<file path="src/rtl/fib_seq.sv">
// fib_seq: one-step-per-clock Fibonacci recurrence with modular, wrapping or saturating arithmetic.
// Optional streaming of intermediate terms is enabled by defining FIB_SEQ_STREAM_EN.
module fib_seq #(
    parameter int W  = 32,
    parameter int NW = 6
) (
    input  logic          clk,
    input  logic          r_enable,
    input  logic [NW-1:0] init_n,
    input  logic [W-1:0]  init_a,
    input  logic [W-1:0]  init_b,
    input  logic [W-1:0]  init_mod,
    input  logic          sat_mode,
    output logic          busy,
    output logic          w_enable,
    output logic [W-1:0]  result,
    output logic          overflow
`ifdef FIB_SEQ_STREAM_EN
    ,
    output logic          term_valid,
    output logic [W-1:0]  term_data
`endif
);

    typedef enum logic {
        ST_RUN  = 1'b0,
        ST_DONE = 1'b1
    } state_t;

    state_t        r_state;
    state_t        w_nextState;

    logic [NW-1:0] r_n;
    logic [W-1:0]  r_a;
    logic [W-1:0]  r_b;
    logic [W-1:0]  r_mod;
    logic          r_sat;

    logic          w_step;
    logic          w_finish;
    logic [W:0]    w_sum;
    logic [W:0]    w_modSub;
    logic [W-1:0]  w_nextTerm;
    logic          w_stepOvf;

    always_ff @(posedge clk) begin
        if (r_enable) begin
            r_state <= ST_RUN;
        end else begin
            r_state <= w_nextState;
        end
    end

    always_comb begin
        w_nextState = r_state;
        if (r_state == ST_RUN && r_n == '0) begin
            w_nextState = ST_DONE;
        end
    end

    always_comb begin
        busy     = (r_state == ST_RUN);
        w_step   = (r_state == ST_RUN) && (r_n != '0);
        w_finish = (r_state == ST_RUN) && (r_n == '0);
    end

    // The sum is one bit wider so both the modular reduction and the overflow test see the true value.
    assign w_sum    = {1'b0, r_a} + {1'b0, r_b};
    assign w_modSub = w_sum - {1'b0, r_mod};

    always_comb begin
        w_nextTerm = w_sum[W-1:0];
        w_stepOvf  = 1'b0;
        if (r_mod != '0) begin
            if (w_sum >= {1'b0, r_mod}) begin
                w_nextTerm = w_modSub[W-1:0];
            end
        end else if (w_sum[W]) begin
            w_stepOvf = 1'b1;
            if (r_sat) begin
                w_nextTerm = '1;
            end
        end
    end

    always_ff @(posedge clk) begin
        if (r_enable) begin
            r_n      <= init_n;
            r_a      <= init_a;
            r_b      <= init_b;
            r_mod    <= init_mod;
            r_sat    <= sat_mode;
            result   <= '0;
            w_enable <= 1'b0;
            overflow <= 1'b0;
        end else if (w_step) begin
            r_a <= r_b;
            r_b <= w_nextTerm;
            r_n <= r_n - NW'(1);
            if (w_stepOvf) begin
                overflow <= 1'b1;
            end
        end else if (w_finish) begin
            result   <= r_a;
            w_enable <= 1'b1;
        end
    end

`ifdef FIB_SEQ_STREAM_EN
    // The new a after a step is the old b, so it is published directly.
    always_ff @(posedge clk) begin
        if (r_enable) begin
            term_valid <= 1'b0;
            term_data  <= '0;
        end else if (w_step) begin
            term_valid <= 1'b1;
            term_data  <= r_b;
        end else begin
            term_valid <= 1'b0;
            term_data  <= '0;
        end
    end
`endif

endmodule

</file>
<file path="config.mk">
export PLATFORM = sky130hd
export DESIGN_NAME = fib_seq
export DESIGN_NICKNAME = d
export VERILOG_FILES = /design/src/rtl/fib_seq.sv
export SDC_FILE = /design/constraint.sdc
export NUM_CORES = 1
export LEC_CHECK = 0
export BUFFER_PORTS_ARGS = -buffer_cell sky130_fd_sc_hd__buf_2
export CORE_UTILIZATION = 40
export CTS_CLUSTER_SIZE = 10
export DETAILED_ROUTE_END_ITERATION = 6
export MAX_ROUTING_LAYER = met4
export PLACE_DENSITY_LB_ADDON = 0.2
export SYNTH_ARGS = -nofsm -noshare
export SYNTH_HDL_FRONTEND = slang
export SYNTH_SLANG_ARGS = --single-unit
export TNS_END_PERCENT = 10
</file>
<file path="constraint.sdc">
create_clock -name clk -period 9.7 [get_ports clk]
set_input_delay 1.94 -clock clk [delete_from_list [all_inputs] [get_ports clk]]
set_output_delay 1.94 -clock clk [all_outputs]
set_load 0.01 [all_outputs]
</file>
; After elaboration in Yosys (flattened, before gate mapping)
; Cells that the tools add are included.
[totals]
reg_bits = 138
wordCells = 35
in_bits = 105
out_inout_bits = 35
[classes]
n_bitwise = 2
add_sub_neg = 3
n_reduce_logical = 8
muxes = 12
magnitude_cmp = 1
[ops]
columns = op, count
row1 = 32-bit 2-to-1 mux, 8
row2 = 32-bit by 32-bit adder with 33-bit output, 1
row3 = 33-bit by 32-bit >= comparator with 1-bit output, 1
row4 = 32-bit nonzero test, 1
row5 = 32-bit subtractor, 1
row6 = 6-bit 2-to-1 mux, 2
row7 = 6-bit zero test, 1
row8 = 6-bit nonzero test, 1
row9 = "6-bit by 1-bit subtractor with 6-bit output, second input constant", 1
row10 = 2-bit AND reduction, 2
row11 = 1-bit logical AND, 2
row12 = 1-bit 2-to-1 mux, 2
row13 = 1-bit NOT, 2
row14 = 2-bit nonzero test, 1

; Longest topological paths before layout
[logic_depth]
word_depth = 6
depth_mapped = 22

; Worst setup path before layout
; OpenSTA, ideal clock, no wires.
[synth_path]
path_type = register -> register
from = register r_a[0]
to = register r_b[24] (data pin)
arrival_time_ps = 4616
stages_incl_launch_ff = 23
slack_ps = 4820
period_less_slack_ps = 4880
path_buffers = 1
setup_ps = 264
required_ps = 9436
cell_sequence = edfxtp_1 ha_1 fa_1 a211oi_2 o21ai_2 o211a_1 o21ai_0 o21ai_1 a31oi_1 o31ai_1 xor2_1 ha_1 nand4_1 or2_1 nor4_1 a31o_2 a21oi_1 o211ai_1 nor3_4 nor2_4 buf_6 mux2i_1 a2bb2oi_1
[synth_between]
elab_chain_cells = 6
elab_cells_between_ends = 9
classes_between = add/sub: 2 / order compare: 1 / mux: 6
[synth_rtl]
columns = element, line
row1 = from (decl), 34  ; logic [W-1:0] r_a;
row2 = from (signal assigned), 89  ; r_a <= init_a;
row3 = from (signal assigned), 97  ; r_a <= r_b;
row4 = 32-bit by 32-bit adder with 33-bit output (*), 68  ; assign w_sum = {1'b0, r_a} + {1'b0, r_b};
row5 = "32-bit subtractor, or another cell as far along", 69  ; assign w_modSub = w_sum - {1'b0, r_mod};
row6 = "32-bit 2-to-1 mux, on equally long branches", "75, 78"
row7 = 32-bit 2-to-1 mux (*), 74  ; if (r_mod != '0) begin
row8 = 32-bit 2-to-1 mux (*), 96  ; end else if (w_step) begin
row9 = 32-bit 2-to-1 mux (*), 87  ; if (r_enable) begin
row10 = to (signal assigned), 90  ; r_b <= init_b;
row11 = to (signal assigned), 98  ; r_b <= w_nextTerm;
row12 = to (decl), 35  ; logic [W-1:0] r_b;
; Every way passes the cells marked *; elsewhere a longest branch is shown, timed or not. The select of a mux whose other input is x is not followed.
; A chain may end at the register's enable or synchronous reset.

; Worst setup path in the final report
[layout_path]
from = register r_a[0]
to = register r_b[26] (data pin)
; The elaborated chain is that of the path after synthesis.

==> implementation parameters <==
Parameter                              Value

Place
  Last weighted congestion value of the routability-driven placer    0.9527
  Number of input and output port buffers inserted    around 140
  DP HPWL    18010 um

Yosys
  Synth cell types    between 70 and 80
  Top cell type's share of synthesized area    34.45%
  FFs w/ async S/R, synth    0%
  Post-Synthesis Cell Area    8979 um2
  Main area contributors after synthesis    sky130_fd_sc_hd__edfxtp_1, sky130_fd_sc_hd__ha_1, sky130_fd_sc_hd__dfxtp_1
  Number of enable flip-flop cells after synthesis    about 100
  Top post-synthesis cells by count    sky130_fd_sc_hd__nand2_1, sky130_fd_sc_hd__edfxtp_1, sky130_fd_sc_hd__a21oi_1
  Per-instance average area after synthesis    ~9.7 um2
  Post-Synthesis Net Count    around 1100
  Predominant post-synthesis flop cell    sky130_fd_sc_hd__edfxtp_1
  Cell count after synthesis    926
  Sequential fraction of the synthesis area    a little over two fifths
  Number of synthesized register bits    137
  Cell accounting for the most synthesized area    sky130_fd_sc_hd__edfxtp_1
  Most instantiated library cell after synthesis    sky130_fd_sc_hd__nand2_1
  Number of warnings reported in the yosys synthesis log    0

CTS
  # hold bufs at CTS    0
  CTS resizes    0
  Root buffer selected by CTS    sky130_fd_sc_hd__clkbuf_16
  Clock buffer depth    2
  TritonCTS clock tree    built
  Count of clock tree sinks    137
  Post-CTS setup-driven buffer insertion count    0
  Clock transition at the registers of the reported paths    0.07 ns
  Number of buffers added by the clock tree synthesis step    17
  Clock Latency Late Sink    around 0.42 ns
  Number of levels in the clock H-tree    4

Route
  Average vias per placed instance    approximately 5.4
  Pre-Repair DR Iteration Count    5
  Final Routed Wirelength    23230 um
  Wire length per cell    17.18 um
  Total via count after detailed routing    ~7200
  Antenna-violating nets left    0
  Number of DRC markers after the initial detailed-route iteration    536
  Total DRC errors in the routed layout    0

Flow run
  Number of max-cap violations    0

STA
  Final setup violation count    0
  Total count of hold-check failures in the final report    0
  Worst Tran Pin Value    1.090 ns
  Portion of the clock cycle consumed by the worst path in the final layout    59.59%
  Maximum clock skew at final layout    0.01303 ns
  Peak Freq    173.0 MHz
  Unrepaired setup endpoints after global routing    false
  Summed negative setup slack over all endpoints    0 ns
  Final period demand of the worst path    approximately 5.8 ns
  Normalized max-slew margin    ~27%
  Max-slew violation count    0

Worst setup path
  Element type at the critical path start    flip-flop
  Maximum net fanout on the critical path    25
  Reg2reg path depth    21
  Endpoint of the lowest-slack register-to-register path    r_b[26]$_DFFE_PP_
  Worst setup path class    reg -> reg
  Capturing element type of the critical path    flip-flop
  Worst reg2reg setup slack    between 3 and 4 ns
  Critical register-to-register path startpoint    r_a[0]$_DFFE_PP_
  WP data required    between 9 and 10 ns
  Arrival time of data at the critical path endpoint    about 5.9 ns

Global routing
  Vias in the first global route    6897
  Gr usage total    20.69%
  Maximum number of pins on one net before global-route repair    74
  GRT Residual Overflow    0
  Global-route wire length before repair    36260 um
  Initial antenna violation count    0

Layout
  Layout area overhead    17.86%
  Proportion of layout cells with a drive suffix above 1    22.76%
  Inserted Diodes    0
  Utilization after layout    about half
  Filler Cells Inserted    approximately 2100
  Net count of the finished layout    around 1200

Die
  Area of the core    21890 um2
  Row count    54
  I/O pin cnt    140
  Floorplan die area    23050 um2
  Die Span X    151.8 um
  Effective utilization at floorplan    41.02%
  Die Y-Extent    151.8 um

Worst hold path
  Launch point of the worst hold path    result[14]$_SDFFE_PP0P_
  Hold crit path type    reg -> reg
  Hold Path Sink    result[14]$_SDFFE_PP0P_
  Number of cells on the worst hold path    2

Run status
  Result of the run    complete, no violations
==> worst max-delay path, stage by stage, from the launching register on <==
cell	delay, ns
sky130_fd_sc_hd__edfxtp_1	0.40
sky130_fd_sc_hd__ha_1	0.27
sky130_fd_sc_hd__fa_1	0.44
sky130_fd_sc_hd__a211oi_2	0.23
sky130_fd_sc_hd__o21ai_2	0.13
sky130_fd_sc_hd__o211a_1	0.22
sky130_fd_sc_hd__o21ai_0	0.33
sky130_fd_sc_hd__o21ai_1	0.20
sky130_fd_sc_hd__a31oi_1	0.37
sky130_fd_sc_hd__o31ai_1	0.13
sky130_fd_sc_hd__xor2_1	0.19
sky130_fd_sc_hd__ha_1	0.41
sky130_fd_sc_hd__nand4_1	0.18
sky130_fd_sc_hd__or2_1	0.28
sky130_fd_sc_hd__nor4_1	0.18
sky130_fd_sc_hd__a31o_2	0.19
sky130_fd_sc_hd__a21oi_1	0.06
sky130_fd_sc_hd__o211ai_1	0.33
sky130_fd_sc_hd__nor3_4	0.11
sky130_fd_sc_hd__nor2_4	0.51
sky130_fd_sc_hd__mux2i_1	0.27
sky130_fd_sc_hd__a2bb2oi_1	0.08
==> layout make-up <==
cell class                 count  area [um2]  share of cell area (%)
clock buffer                  28       634.4                   5.994
clock inverter                 4       30.03                  0.2838
inverter                      52       195.2                   1.844
multi-input combinational    707        4863                   45.96
sequential                   137        3774                   35.66
tap                          280       350.3                   3.310
timing repair buffer         144       735.7                   6.952
==> sequential cells by signal (all words and copies together) (netlist names) <==
| register | count |
|---|---|
| r_mod | 32 |
| r_n | 6 |
| r_state | 1 |
| r_a | 32 |
| r_sat | 1 |
| overflow | 1 |
| result | 32 |
| r_b | 32 |
==> metrics by stage <==
| stage | std cells | setup WS [ns] | hold slack, ns | instance area, um2 |
|---|---|---|---|---|
| final | 1352 | 3.920 | 0.4501 | 10580 |
| after global routing | 1352 | 3.538 | 0.4662 | 10580 |
| after CTS | 1352 | 3.888 | 0.4520 | 10580 |
| after detailed placement | 1320 | 3.923 | 0.4437 | 9918 |
| after global placement | 1320 | 4.048 | 0.4399 | 9918 |
| after floorplan | 926 | 4.820 | 0.4805 | 8979 |
==> kinds of logic (layout without fill, tap and decap cells) <==
family          Yosys count  in the layout  synth area share (%)
compound gates          266            266                 20.25
fa+ha+maj                67             67                 9.504
flops                   137            137                 42.03
mux                      38             38                 4.710
simple gates            280            280                 14.17
buf+inv                  82            228                 3.874
xor+xnor                 56             56                 5.463
==> worst max-delay path by stage <==
stage	start	endpoint	depth (start not counted)
after floorplan	r_a[0]$_DFFE_PP_	r_b[24]$_DFFE_PP_	22
after global placement	r_a[0]$_DFFE_PP_	r_b[24]$_DFFE_PP_	21
after detailed placement	r_a[0]$_DFFE_PP_	r_b[26]$_DFFE_PP_	21
after CTS	r_a[0]$_DFFE_PP_	r_b[26]$_DFFE_PP_	21
after global routing	r_a[0]$_DFFE_PP_	r_b[24]$_DFFE_PP_	21
final	r_a[0]$_DFFE_PP_	r_b[26]$_DFFE_PP_	21
==> layer usage <==
layer / share of wire, % / GRT usage, % / wire (um) / vias up
met4: 2.4 / 7.857 / 549 / 0
met5: 0 / - / 0 / -
met1: 52 / 30.14 / 12100 / 3318
li1: - / - / - / 3693
met3: 4.6 / 2.938 / 1072 / 31
met2: 41 / 28.79 / 9509 / 203
==> cell usage in the layout, fill, tap and decap left out, types with 16 or more instances in the layout <==
cell type / instances
sky130_fd_sc_hd__buf_2: 138
sky130_fd_sc_hd__nand2_1: 133
sky130_fd_sc_hd__edfxtp_1: 103
sky130_fd_sc_hd__a21oi_1: 91
sky130_fd_sc_hd__ha_1: 65
sky130_fd_sc_hd__nor2_1: 51
sky130_fd_sc_hd__inv_1: 50
sky130_fd_sc_hd__o21ai_0: 41
sky130_fd_sc_hd__xnor2_1: 40
sky130_fd_sc_hd__mux2_2: 34
sky130_fd_sc_hd__dfxtp_1: 34
sky130_fd_sc_hd__nor3_1: 27
sky130_fd_sc_hd__a21o_1: 24
sky130_fd_sc_hd__clkbuf_16: 23
sky130_fd_sc_hd__o31ai_1: 17
sky130_fd_sc_hd__xor2_1: 16
Power is not shown: default switching activity piles up to over one toggle a cycle in this logic, so the estimate is an artifact.
